<file path="src/rtl/ika9958_cpu_regwr_if.sv">
// rtl/ika9958_cpu_regwr_if.sv - Z80-side CPU port bus into the VDP write front end
interface ika9958_cpu_regwr_if;
    logic       cs_n;
    logic       rd_n;
    logic       wr_n;
    logic [1:0] mode;
    logic [7:0] db;

    modport master (
        output cs_n,
        output rd_n,
        output wr_n,
        output mode,
        output db
    );

    modport slave (
        input cs_n,
        input rd_n,
        input wr_n,
        input mode,
        input db
    );
endinterface

</file>
<file path="src/rtl/ika9958_cpu_regwr.sv">
// rtl/ika9958_cpu_regwr.sv - VDP CPU port decoder: register, palette, VRAM address and VRAM data writes
module ika9958_cpu_regwr #(
    parameter int SYNC_STAGES = 2
) (
    input  logic                 i_EMUCLK,
    input  logic                 i_RST_n,
    ika9958_cpu_regwr_if.slave   cpu,
    output logic                 o_REG_WE,
    output logic [5:0]           o_REG_ADDR,
    output logic [7:0]           o_REG_DATA,
    output logic                 o_PAL_WE,
    output logic [3:0]           o_PAL_ADDR,
    output logic [8:0]           o_PAL_DATA,
    output logic                 o_VADDR_WE,
    output logic [13:0]          o_VADDR_DATA,
    output logic                 o_VADDR_WR,
    output logic                 o_VRAM_WE,
    output logic                 o_VRAM_RE,
    output logic [7:0]           o_VRAM_DATA,
    output logic [7:0]           o_R16,
    output logic [7:0]           o_R17
);

    // Fewer than two stages would not be a metastability guard.
    localparam int NS = (SYNC_STAGES < 2) ? 2 : SYNC_STAGES;

    typedef enum logic { P1_IDLE, P1_HAVE1 } p1_state_t;
    typedef enum logic { PAL_IDLE, PAL_HAVE1 } pal_state_t;

    logic [NS-1:0] cs_sync, rd_sync, wr_sync;
    logic          wr_lvl, rd_lvl, wr_prev, rd_prev;
    logic          wr_fall, rd_fall;

    logic          ev_wr, ev_rd;
    logic [1:0]    ev_mode;
    logic [7:0]    ev_db;

    p1_state_t     p1_state, p1_state_nx;
    pal_state_t    pal_state, pal_state_nx;
    logic [7:0]    p1_byte, p1_byte_nx;
    logic [7:0]    pal_byte, pal_byte_nx;
    logic [7:0]    r16, r16_nx, r17, r17_nx;

    logic          reg_we_nx, pal_we_nx, vaddr_we_nx, vaddr_wr_nx, vram_we_nx, vram_re_nx;
    logic [5:0]    reg_addr_nx;
    logic [7:0]    reg_data_nx, vram_data_nx;
    logic [3:0]    pal_addr_nx;
    logic [8:0]    pal_data_nx;
    logic [13:0]   vaddr_data_nx;

    logic          reg_wr_hit;
    logic [5:0]    reg_wr_num;
    logic [7:0]    reg_wr_val;

    // Bring the asynchronous strobes into the clock domain; idle level is high.
    always_ff @(posedge i_EMUCLK or negedge i_RST_n) begin
        if (!i_RST_n) begin
            cs_sync <= '1;
            rd_sync <= '1;
            wr_sync <= '1;
        end else begin
            cs_sync <= {cs_sync[NS-2:0], cpu.cs_n};
            rd_sync <= {rd_sync[NS-2:0], cpu.rd_n};
            wr_sync <= {wr_sync[NS-2:0], cpu.wr_n};
        end
    end

    assign wr_lvl  = wr_sync[NS-1] | cs_sync[NS-1];
    assign rd_lvl  = rd_sync[NS-1] | cs_sync[NS-1];
    assign wr_fall = wr_prev & ~wr_lvl;
    // A write wins if both strobes fall together so only one event is raised.
    assign rd_fall = rd_prev & ~rd_lvl & ~wr_fall;

    // Edge detect and capture of port number / data on the detect cycle.
    always_ff @(posedge i_EMUCLK or negedge i_RST_n) begin
        if (!i_RST_n) begin
            wr_prev <= 1'b1;
            rd_prev <= 1'b1;
            ev_wr   <= 1'b0;
            ev_rd   <= 1'b0;
            ev_mode <= '0;
            ev_db   <= '0;
        end else begin
            wr_prev <= wr_lvl;
            rd_prev <= rd_lvl;
            ev_wr   <= wr_fall;
            ev_rd   <= rd_fall;
            if (wr_fall || rd_fall) begin
                ev_mode <= cpu.mode;
                ev_db   <= cpu.db;
            end
        end
    end

    // Protocol decode: byte phases, pointer updates and next strobe values.
    always_comb begin
        p1_state_nx   = p1_state;
        pal_state_nx  = pal_state;
        p1_byte_nx    = p1_byte;
        pal_byte_nx   = pal_byte;
        r16_nx        = r16;
        r17_nx        = r17;
        reg_we_nx     = 1'b0;
        reg_addr_nx   = o_REG_ADDR;
        reg_data_nx   = o_REG_DATA;
        pal_we_nx     = 1'b0;
        pal_addr_nx   = o_PAL_ADDR;
        pal_data_nx   = o_PAL_DATA;
        vaddr_we_nx   = 1'b0;
        vaddr_data_nx = o_VADDR_DATA;
        vaddr_wr_nx   = o_VADDR_WR;
        vram_we_nx    = 1'b0;
        vram_re_nx    = 1'b0;
        vram_data_nx  = o_VRAM_DATA;
        reg_wr_hit    = 1'b0;
        reg_wr_num    = '0;
        reg_wr_val    = '0;

        if (ev_wr) begin
            case (ev_mode)
                2'd0: begin
                    vram_we_nx   = 1'b1;
                    vram_data_nx = ev_db;
                end
                2'd1: begin
                    if (p1_state == P1_IDLE) begin
                        p1_byte_nx  = ev_db;
                        p1_state_nx = P1_HAVE1;
                    end else begin
                        p1_state_nx = P1_IDLE;
                        if (ev_db[7]) begin
                            reg_wr_hit = 1'b1;
                            reg_wr_num = ev_db[5:0];
                            reg_wr_val = p1_byte;
                        end else begin
                            vaddr_we_nx   = 1'b1;
                            vaddr_data_nx = {ev_db[5:0], p1_byte};
                            vaddr_wr_nx   = ev_db[6];
                        end
                    end
                end
                2'd2: begin
                    if (pal_state == PAL_IDLE) begin
                        pal_byte_nx  = ev_db;
                        pal_state_nx = PAL_HAVE1;
                    end else begin
                        pal_state_nx = PAL_IDLE;
                        pal_we_nx    = 1'b1;
                        pal_addr_nx  = r16[3:0];
                        pal_data_nx  = {ev_db[2:0], pal_byte[6:4], pal_byte[2:0]};
                        r16_nx       = {r16[7:4], r16[3:0] + 4'd1};
                    end
                end
                default: begin
                    // Indirect access never writes R#17 itself.
                    if (r17[5:0] != 6'd17) begin
                        reg_wr_hit = 1'b1;
                        reg_wr_num = r17[5:0];
                        reg_wr_val = ev_db;
                    end
                    if (!r17[7]) begin
                        r17_nx = {r17[7:6], r17[5:0] + 6'd1};
                    end
                end
            endcase
        end else if (ev_rd) begin
            if (ev_mode == 2'd0) begin
                vram_re_nx = 1'b1;
            end else if (ev_mode == 2'd1) begin
                p1_state_nx = P1_IDLE;
            end
        end

        // Shared register-write path; the pointer registers are mirrored here.
        if (reg_wr_hit) begin
            reg_we_nx   = 1'b1;
            reg_addr_nx = reg_wr_num;
            reg_data_nx = reg_wr_val;
            if (reg_wr_num == 6'd16) begin
                r16_nx       = reg_wr_val;
                pal_state_nx = PAL_IDLE;
            end
            if (reg_wr_num == 6'd17) begin
                r17_nx = reg_wr_val;
            end
        end
    end

    // State, pointer and output registers.
    always_ff @(posedge i_EMUCLK or negedge i_RST_n) begin
        if (!i_RST_n) begin
            p1_state     <= P1_IDLE;
            pal_state    <= PAL_IDLE;
            p1_byte      <= '0;
            pal_byte     <= '0;
            r16          <= '0;
            r17          <= '0;
            o_REG_WE     <= 1'b0;
            o_REG_ADDR   <= '0;
            o_REG_DATA   <= '0;
            o_PAL_WE     <= 1'b0;
            o_PAL_ADDR   <= '0;
            o_PAL_DATA   <= '0;
            o_VADDR_WE   <= 1'b0;
            o_VADDR_DATA <= '0;
            o_VADDR_WR   <= 1'b0;
            o_VRAM_WE    <= 1'b0;
            o_VRAM_RE    <= 1'b0;
            o_VRAM_DATA  <= '0;
        end else begin
            p1_state     <= p1_state_nx;
            pal_state    <= pal_state_nx;
            p1_byte      <= p1_byte_nx;
            pal_byte     <= pal_byte_nx;
            r16          <= r16_nx;
            r17          <= r17_nx;
            o_REG_WE     <= reg_we_nx;
            o_REG_ADDR   <= reg_addr_nx;
            o_REG_DATA   <= reg_data_nx;
            o_PAL_WE     <= pal_we_nx;
            o_PAL_ADDR   <= pal_addr_nx;
            o_PAL_DATA   <= pal_data_nx;
            o_VADDR_WE   <= vaddr_we_nx;
            o_VADDR_DATA <= vaddr_data_nx;
            o_VADDR_WR   <= vaddr_wr_nx;
            o_VRAM_WE    <= vram_we_nx;
            o_VRAM_RE    <= vram_re_nx;
            o_VRAM_DATA  <= vram_data_nx;
        end
    end

    assign o_R16 = r16;
    assign o_R17 = r17;

endmodule

</file>
<file path="src/flat_wrapper.sv">
// flat-port wrapper written by rule: the top's interface ports become plain ports
module ika9958_cpu_regwr_flat 
#(
    parameter int SYNC_STAGES = 2
)
  (i_EMUCLK, i_RST_n, o_REG_WE, o_REG_ADDR, o_REG_DATA, o_PAL_WE, o_PAL_ADDR, o_PAL_DATA, o_VADDR_WE, o_VADDR_DATA, o_VADDR_WR, o_VRAM_WE, o_VRAM_RE, o_VRAM_DATA, o_R16, o_R17, cpu_cs_n, cpu_rd_n, cpu_wr_n, cpu_mode, cpu_db);
  ika9958_cpu_regwr_if cpu_i ();
  input  logic i_EMUCLK;
  input  logic i_RST_n;
  output logic o_REG_WE;
  output logic [5:0] o_REG_ADDR;
  output logic [7:0] o_REG_DATA;
  output logic o_PAL_WE;
  output logic [3:0] o_PAL_ADDR;
  output logic [8:0] o_PAL_DATA;
  output logic o_VADDR_WE;
  output logic [13:0] o_VADDR_DATA;
  output logic o_VADDR_WR;
  output logic o_VRAM_WE;
  output logic o_VRAM_RE;
  output logic [7:0] o_VRAM_DATA;
  output logic [7:0] o_R16;
  output logic [7:0] o_R17;
  input wire logic [$bits(cpu_i.cs_n)-1:0] cpu_cs_n;
  input wire logic [$bits(cpu_i.rd_n)-1:0] cpu_rd_n;
  input wire logic [$bits(cpu_i.wr_n)-1:0] cpu_wr_n;
  input wire logic [$bits(cpu_i.mode)-1:0] cpu_mode;
  input wire logic [$bits(cpu_i.db)-1:0] cpu_db;
  assign cpu_i.cs_n = cpu_cs_n;
  assign cpu_i.rd_n = cpu_rd_n;
  assign cpu_i.wr_n = cpu_wr_n;
  assign cpu_i.mode = cpu_mode;
  assign cpu_i.db = cpu_db;
  ika9958_cpu_regwr #(.SYNC_STAGES(SYNC_STAGES)) u_core (.i_EMUCLK(i_EMUCLK), .i_RST_n(i_RST_n), .cpu(cpu_i), .o_REG_WE(o_REG_WE), .o_REG_ADDR(o_REG_ADDR), .o_REG_DATA(o_REG_DATA), .o_PAL_WE(o_PAL_WE), .o_PAL_ADDR(o_PAL_ADDR), .o_PAL_DATA(o_PAL_DATA), .o_VADDR_WE(o_VADDR_WE), .o_VADDR_DATA(o_VADDR_DATA), .o_VADDR_WR(o_VADDR_WR), .o_VRAM_WE(o_VRAM_WE), .o_VRAM_RE(o_VRAM_RE), .o_VRAM_DATA(o_VRAM_DATA), .o_R16(o_R16), .o_R17(o_R17));
endmodule
</file>
<file path="config.mk">
export PLATFORM = sky130hd
export DESIGN_NAME = ika9958_cpu_regwr_flat
export DESIGN_NICKNAME = d
export VERILOG_FILES = /design/src/rtl/ika9958_cpu_regwr_if.sv /design/src/rtl/ika9958_cpu_regwr.sv /design/src/flat_wrapper.sv
export SDC_FILE = /design/constraint.sdc
export NUM_CORES = 1
export LEC_CHECK = 0
export BUFFER_PORTS_ARGS = -buffer_cell sky130_fd_sc_hd__buf_2
export CAP_MARGIN = 25
export CORE_MARGIN = 2
export CORE_UTILIZATION = 40
export CTS_BUF_LIST = sky130_fd_sc_hd__clkbuf_4 sky130_fd_sc_hd__clkbuf_8
export DETAILED_ROUTE_END_ITERATION = 7
export GPL_ROUTABILITY_DRIVEN = 0
export PLACE_DENSITY = 0.6
export SYNTH_ARGS = -nofsm -noshare
export SYNTH_HDL_FRONTEND = slang
export SYNTH_SLANG_ARGS = --single-unit
</file>
<file path="constraint.sdc">
create_clock -name i_EMUCLK -period 6.1 [get_ports i_EMUCLK]
set_clock_uncertainty 0.05 [all_clocks]
set_input_delay 0.305 -clock i_EMUCLK [delete_from_list [all_inputs] [get_ports i_EMUCLK]]
set_output_delay 0.305 -clock i_EMUCLK [all_outputs]
set_load 0.02 [all_outputs]
</file>
Yosys cells after proc, flatten, opt, wreduce, memory -nomap -nowiden
Index checks and enable logic that the tools add are counted.
{ "classes": {"n_eq_ne": 8, "n_div": 0, "n_lt_le_gt_ge": 0, "n_addsub": 2, "n_reduce_logical": 11, "bitwise_logic": 11, "muxes": 48, "mul": 0, "shifts": 0} }
{ "op_table": {"columns": ["op", "n"], "rows": [
  ["$mux W8", 11],
  ["$mux W1", 27],
  ["$mux W6", 4],
  ["$pmux W8 S2", 1],
  ["$eq A6 B5 Y1 const B", 2],
  ["$mux W4", 3],
  ["$pmux W6 S2", 1],
  ["$reduce_and A3 Y1", 3],
  ["$reduce_and A4 Y1", 2],
  ["$add A6 B1 Y6 const B", 1],
  ["$ne A6 B5 Y1 const B", 1],
  ["$not A1 Y1", 6],
  ["$add A4 B1 Y4 const B", 1],
  ["$and A1 B1 Y1", 3],
  ["$ne A3 B3 Y1 const B", 1],
  ["$reduce_or A3 Y1", 1],
  ["$eq A2 B1 Y1 const B", 1],
  ["$eq A2 B2 Y1 const B", 1],
  ["$logic_not A2 Y1", 1],
  ["$ne A2 B1 Y1 const B", 1],
  ["$ne A2 B2 Y1 const B", 1],
  ["$or A1 B1 Y1", 2],
  ["$pmux W1 S2", 1],
  ["$reduce_and A2 Y1", 1],
  ["other kinds (3)", 3]
]} }
{ "totals": {"memories": 0, "latch_bits": 0, "rom_bits": 0, "ramBits": 0, "regBits": 108, "in_bits": 15, "word_cells": 107, "out_inout_bits": 71} }

Logic depth before layout (Yosys ltp)
Gate-level depths: netlist of run 1.
{ "depth": {"depth_word": 7, "ltp_mapped": 9} }

Worst setup path after synthesis of run 1
OpenSTA, ideal clock, no wires.
{ "synth_path": {"kind": "reg-to-reg", "from": "register u_core.r17[1] (netlist: u_core.o_R17[1])", "to": "register u_core.r16[4] (netlist: u_core.o_R16[4])", "path_slack_ns": 3.882, "period_less_slack_ns": 2.218, "n_path_buf": 1, "stages_incl_launch_ff": 9, "required_time_ns": 5.925, "arrival_ns": 2.043, "path_cell_list": "dfrtp_1 -> inv_1 -> ha_1 -> nor4b_4 -> a21oi_2 -> a2111oi_4 -> nand4bb_1 -> buf_6 -> mux2_4"} }
{ "synth_via": {"elab_chain_cells": 7, "word_cells_on_any_way": 13, "cone_classes": "eq/ne (2); mux (11)"} }
{ "synth_rtl": {"columns": ["element", "line_no", "text"], "rows": [
  ["start, declared", "ika9958_cpu_regwr.sv:42", "logic [7:0] r16, r16_nx, r17, r17_nx;"],
  ["start signal, assigned", "ika9958_cpu_regwr.sv:216", "r17 <= r17_nx;"],
  ["$ne A6 B5 Y1", "ika9958_cpu_regwr.sv:156", "if (r17[5:0] != 6'd17) begin"],
  ["$mux W6", "ika9958_cpu_regwr.sv:156", null],
  ["$pmux W6 S2", "ika9958_cpu_regwr.sv:120", "case (ev_mode)"],
  ["$mux W6", "ika9958_cpu_regwr.sv:119", "if (ev_wr) begin"],
  ["$eq A6 B5 Y1", "ika9958_cpu_regwr.sv:179", "if (reg_wr_num == 6'd16) begin"],
  ["$mux W8", "ika9958_cpu_regwr.sv:179", null],
  ["$mux W8 (*)", "ika9958_cpu_regwr.sv:175", "if (reg_wr_hit) begin"],
  ["end signal, assigned", "ika9958_cpu_regwr.sv:215", "r16 <= r16_nx;"],
  ["end, declared", "ika9958_cpu_regwr.sv:42", null]
]} }
Every way passes the cells marked *; elsewhere a longest branch is shown, timed or not.
A chain may end at the register's enable or synchronous reset.

Worst setup path after layout of run 1
{ "layout_path": {"from": "register u_core.r17[1] (netlist: u_core.o_R17[1])", "to": "register u_core.r16[6] (netlist: u_core.o_R16[6])"} }
The elaborated chain is that of the path after synthesis.

==> flow_summary.json, run 1 <==
{
  "crit_fanout": 13,
  "dr.pass1.iters": 4,
  "area_growth_pct": 18.4,
  "ir_drop_mv": 0.196,
  "drt-total-wl_mm": 9.24,
  "hold_start": "cpu_db[4]",
  "finalCritPeriodShare_pct": 48.6,
  "critPathMaxStageDelay_ns": 0.66,
  "async_flop_share_pct": 100,
  "io_buffers": 85,
  "worst_r2r_startpoint": "u_core.o_R17[1]",
  "grt_pass1_vias": 2896,
  "yosys-top-cells-area": "dfrtp_1, mux2_2, dfstp_2",
  "required_ns": 6.32,
  "synth_edf_count": 0,
  "grt_max_degree": 59,
  "drv_slew": 0,
  "synth_nets": 328,
  "post_cts_resized": 0,
  "seq_area_mm2": 0.00269,
  "worstMarginPinSlew_ns": 0.762,
  "use_met2_pct": 26.5,
  "setup_viol": 0,
  "yosysSeqAreaShare_pct": 61.2,
  "slowest_stage": "nand4bb_1",
  "syn_area_mm2": 0.00439,
  "power_density_mw_per_mm2": 416,
  "dp.final_hpwl_mm": 6.45,
  "rsz0062_at_grt": "false",
  "n_fill_cell": 1018,
  "hold_buffers": 4,
  "holdCritPathClass": "primary input to flip-flop",
  "wl_per_cell_um": 16.9,
  "numCtsBuffers": 9,
  "grt_first_pass_wirelength_mm": 14.9,
  "clk-insertion-delay-late_ns": 0.38,
  "fmax_mhz": 338,
  "antennaDiodeCount": 0,
  "grt.busiest_layer": "met2",
  "worst_path_dominant_cell_family": "simple AND/OR/NAND/NOR gates",
  "tritoncts": "built",
  "endpoint_kind": "flip-flop",
  "synth_top_area_cell": "dfrtp_1",
  "grt_overflow_total": 0,
  "dr.first_iter.drc_count": 101,
  "yosysTopAreaCellShare_pct": 56.4,
  "die_area_mm2": 0.0118,
  "path_clk_slew_ns": 0.11,
  "drive_gt1_share_pct": 46.4,
  "max-slew-margin-rel_pct": 48.9,
  "p_leak_uw": 0.00269,
  "multi_input_area_mm2": 0.00161,
  "hold_violations": 0,
  "status": "finished, final reports clean",
  "final_nets": 420,
  "root_buffer": "clkbuf_8",
  "die_y_um": 109,
  "ys_warn_count": 0,
  "track_usage_pct": 16.7,
  "synthCells": 308,
  "synth_ff_type": "dfrtp_1",
  "setup_tns_ns": 0,
  "met1_usage_pct": 22.4,
  "drcViolationCount": 0,
  "path_class": "flip-flop to flip-flop",
  "core.rowCount": 38,
  "drtAntennaViolNets": 0,
  "via_count": 2781,
  "min_period_ns": 2.96,
  "io_pins": 86,
  "startpoint": "u_core.o_R17[1]",
  "synth_cell_type_count": 44,
  "critPathLaunchType": "flip-flop",
  "viasPerCell": 5.10,
  "die_w_um": 109,
  "yosys-top-cells-count": "dfrtp_1, mux2_2, nand2_1",
  "fp.coreArea_mm2": 0.0108,
  "synth.most_common_cell": "dfrtp_1",
  "cts_sinks": 107,
  "clockBufferDepth": 2,
  "arrival_ns": 3.18,
  "path_cells": "inv_1 > ha_1 > nor4b_4 > a21oi_2 > a2111oi_4 > nand4bb_1 > mux2_4",
  "fin_hold_ws_ns": 0.101,
  "grt_use_met3_pct": 5.20,
  "htreeDepth": 3,
  "antenna_found_initial": 0,
  "synth_seq_cells": 107,
  "postCtsSetupBuffers": 0,
  "synth_area_per_cell_um2": 14.3,
  "critPathBufInv": 1,
  "cap_violations": 0,
  "start_util_pct": 40.7
}
## registers in the layout, indices dropped and copies added (netlist names), 8 cells and up
signal,cells
u_core.o_PAL_DATA,9
u_core.p1_byte,8
u_core.ev_db,8
u_core.o_R17,8
u_core.o_REG_DATA,8
u_core.o_VADDR_DATA,14
u_core.o_R16,8
u_core.o_VRAM_DATA,8
## through the flow
step | area (µm²) | setup slack, ns | util, % | power (µW) | std cells
global placement | 4950 | 3.23 | 45.9 | 1760 | 523
global route | 5200 | 2.94 | 48.2 | 2300 | 545
detailed placement | 4970 | 3.15 | 46.1 | 1770 | 525
CTS | 5200 | 3.14 | 48.2 | 2190 | 545
finish | 5200 | 3.14 | 48.2 | 2160 | 545
floorplan | 4390 | 3.88 | - | 1510 | 308
## layout make-up
type                       count  share of cell area [%]
sequential                   107                    51.7
clock inverter                 7                    1.23
multi-input combinational    181                    31.0
clock buffer                   9                    2.38
tap                          140                    3.37
timing repair buffer          94                    9.80
inverter                       7                   0.505
## kinds of logic after synthesis
group           synth area share [%]
flops                           61.2
simple gates                    7.87
xor+xnor                        1.60
fa+ha+maj                       1.43
buf+inv                         2.02
compound gates                  5.82
mux                             20.0
## routing by layer
layer  vias to the layer above  share of wire [%]  wire length (µm)
li1                       1271                  -                 -
met1                      1410                 47              4300
met2                        91                 46              4290
met3                         9                5.9               545
met4                         0                1.0                95
met5                         -                  0                 0
## cells in the final DEF, fill, tap and decap left out, drive strengths merged, types with 6 or more instances in the layout
| cell type | instances |
|---|---|
| nand3 | 6 |
| inv | 9 |
| nor2 | 8 |
| a22o | 7 |
| mux2i | 11 |
| buf | 90 |
| dfstp | 8 |
| nand2 | 17 |
| mux2 | 67 |
| dfrtp | 99 |
| clkbuf | 9 |
| a21o | 8 |
## where the power goes
group | total [µW] | internal, µW | switching [µW]
registers | 1090 | 921 | 169
clock network | 410 | 156 | 255
logic | 662 | 295 | 367
## worst paths after layout
kind,end,slack (ns),cells after the start
setup / recovery,u_core.o_R16[6],3.14,7
hold / removal,u_core.ev_db[4],0.10,2
setup reg to reg,u_core.o_R16[6],3.14,7
hold reg to reg,u_core.wr_sync[1],0.31,0
max in group asynchronous,u_core.o_REG_ADDR[4],4.41,3
min in group asynchronous,u_core.o_VRAM_DATA[2],0.41,2
(Power assumes the default switching activity.)
==> run 2: changes to the inputs <==
PLACE_DENSITY = 0.62   (was 0.6)
clock period = 2.4 ns   (was 6.1 ns; I/O delays follow)
==> run 2 against run 1 <==
  * First-iteration DRC count decreased by 6.9%
  * Clock power increased to 2.6 times the previous value
  * Hold slack improved by 0.13 ns
  * Final cell count increased by 5.5%
  * Routed wire length increased by 2.9%
  * Highest routed layer unchanged
  * Largest power group unchanged
  * Register-to-register slack got worse by 3.0 ns
  * Critical path type unchanged
==> flow_summary.json, run 2 (synthesis results as in run 1) <==
{
  "track_usage_pct": 17.2,
  "dp.cells": 545,
  "r2r_cells": 7,
  "reg2reg_to": "u_core.o_R17[5]",
  "path_clk_slew_ns": 0.10,
  "critPathLaunchType": "flip-flop",
  "met2_length_mm": 4.44,
  "min_period_ns": 2.28,
  "antennaDiodeCount": 0,
  "r2r_slack_ns": 0.12,
  "drtAntennaViolNets": 0,
  "drt-total-wl_mm": 9.50,
  "mostFrequentLayoutCells": "dfrtp_1, buf_2, mux2_2",
  "antenna_found_initial": 0,
  "tritoncts": "built",
  "drt-met1-wl_mm": 4.37,
  "worst_r2r_startpoint": "u_core.o_R17[1]",
  "required_ns": 2.61,
  "wl_met3_um": 566,
  "regMostFlops": "u_core.o_VADDR_DATA",
  "fmax_mhz": 438,
  "switching_share_pct": 36.3,
  "core.rowCount": 38,
  "cap_violations": 0,
  "clockBufferDepth": 2,
  "internal_power_uw": 3570,
  "fp.coreArea_mm2": 0.0108,
  "crit_fanout": 8,
  "holdCritPathClass": "primary input to async pin",
  "wl_per_cell_um": 16.5,
  "final_core_util_pct": 50.7,
  "power_density_mw_per_mm2": 1030,
  "viasPerCell": 5.01,
  "final_cell_count_no_fill": 575,
  "finalCritPeriodShare_pct": 95.1,
  "clk-insertion-delay-late_ns": 0.37,
  "root_buffer": "clkbuf_8",
  "power.total_uw": 5610,
  "final_common_cell": "dfrtp_1",
  "setup_tns_ns": 0,
  "max-slew-margin-rel_pct": 61.4,
  "dr.pass1.iters": 5,
  "path_class": "flip-flop to flip-flop",
  "largest_reg_flops": 14,
  "postCtsSetupBuffers": 0,
  "grt_overflow_total": 0,
  "numCtsBuffers": 9,
  "drv_slew": 0,
  "io_buffers": 85,
  "reg_top3": "u_core.o_VADDR_DATA: 14 flops, u_core.o_PAL_DATA: 9 flops",
  "hold_violations": 0,
  "die_area_mm2": 0.0118,
  "final_nets": 450,
  "grt_first_pass_wirelength_mm": 15.3,
  "worstMarginPinSlew_ns": 0.577,
  "rsz0062_at_grt": "true",
  "pwr-share-clk_pct": 18.9,
  "arrival_ns": 2.49,
  "dp.final_hpwl_mm": 6.81,
  "power_frac_comb_pct": 33.3,
  "p_switching_uw": 2030,
  "grt_pass1_vias": 2856,
  "p_leak_uw": 0.00283,
  "endpoint_kind": "flip-flop",
  "cts_sinks": 107,
  "die_w_um": 109,
  "grt_max_degree": 66,
  "start_util_pct": 40.7,
  "via_count": 2878,
  "htreeDepth": 3,
  "io_pins": 86,
  "dr.first_iter.drc_count": 94,
  "ir_drop_mv": 0.550,
  "status": "finished, final reports clean",
  "area_growth_pct": 24.6,
  "routed.top_layer": "met4",
  "seq_power_share_pct": 47.8,
  "drive_gt1_share_pct": 48.0,
  "die_y_um": 109,
  "drcViolationCount": 0,
  "setup_viol": 0
}
==> run 2: how the worst max path moves through the flow <==
stage                    start                to
2_1_floorplan  u_core.o_R17[1]   u_core.o_R16[4]
3_3_place_gp   u_core.o_R17[1]  u_core.pal_state
3_5_place_dp   u_core.o_R17[1]  u_core.pal_state
4_1_cts        u_core.o_R17[1]  u_core.pal_state
5_1_grt        u_core.o_R17[1]   u_core.o_R16[1]
6_report       u_core.o_R17[1]   u_core.o_R17[5]
==> run 2: per-layer routing <==
metal	GRT usage (%)	vias up
li1	-	1336
met1	23.9	1444
met2	26.2	87
met3	5.08	11
met4	5.13	0
met5	0	-
==> run 2: what timing repair did <==
| action | in CTS | in global routing |
|---|---|---|
| hold buffers | 14 | 0 |
| resized for setup | 1 | 0 |
| setup endpoints to repair | 9 | 3 |
| hold endpoints to repair | 47 | 0 |
==> run 2: per-stage QoR <==
stage | hold WS [ns] | cell area [µm²] | worst slack, ns
floorplan | -0.226 | 4390 | 0.182
global placement | 0.0882 | 5130 | 0.0612
detailed placement | 0.0947 | 5130 | -0.0109
CTS | 0.224 | 5470 | 0.104
global route | 0.261 | 5470 | -0.0111
finish | 0.227 | 5470 | 0.118
==> run 2: power by group through the flow <==
stage / sequential [µW] / clock [µW] / combinational (µW)
2_1_floorplan: 3150 / 0 / 692
3_3_place_gp: 2700 / 0 / 1840
3_5_place_dp: 2720 / 0 / 1870
4_1_cts: 2690 / 1100 / 1890
5_1_grt: 2750 / 1180 / 2030
6_report: 2680 / 1060 / 1870
==> run 2: worst max-delay path, stage by stage (launching register included) <==
cell and delay, ns:
dfrtp_1 0.39, inv_1 0.06, ha_1 0.14, nor4b_4 0.24, a21oi_2 0.16, a2111oi_4 0.45
nand3_2 0.33, mux2_2 0.36
==> run 2: layout make-up <==
class,count,area [µm²]
Timing Repair Buffer,124,768
Fill cell,964,5330
Sequential cell,107,2690
Clock buffer,9,124
Tap cell,140,175
Inverter,7,26.3
Clock inverter,7,68.8
Multi-Input combinational cell,181,1620
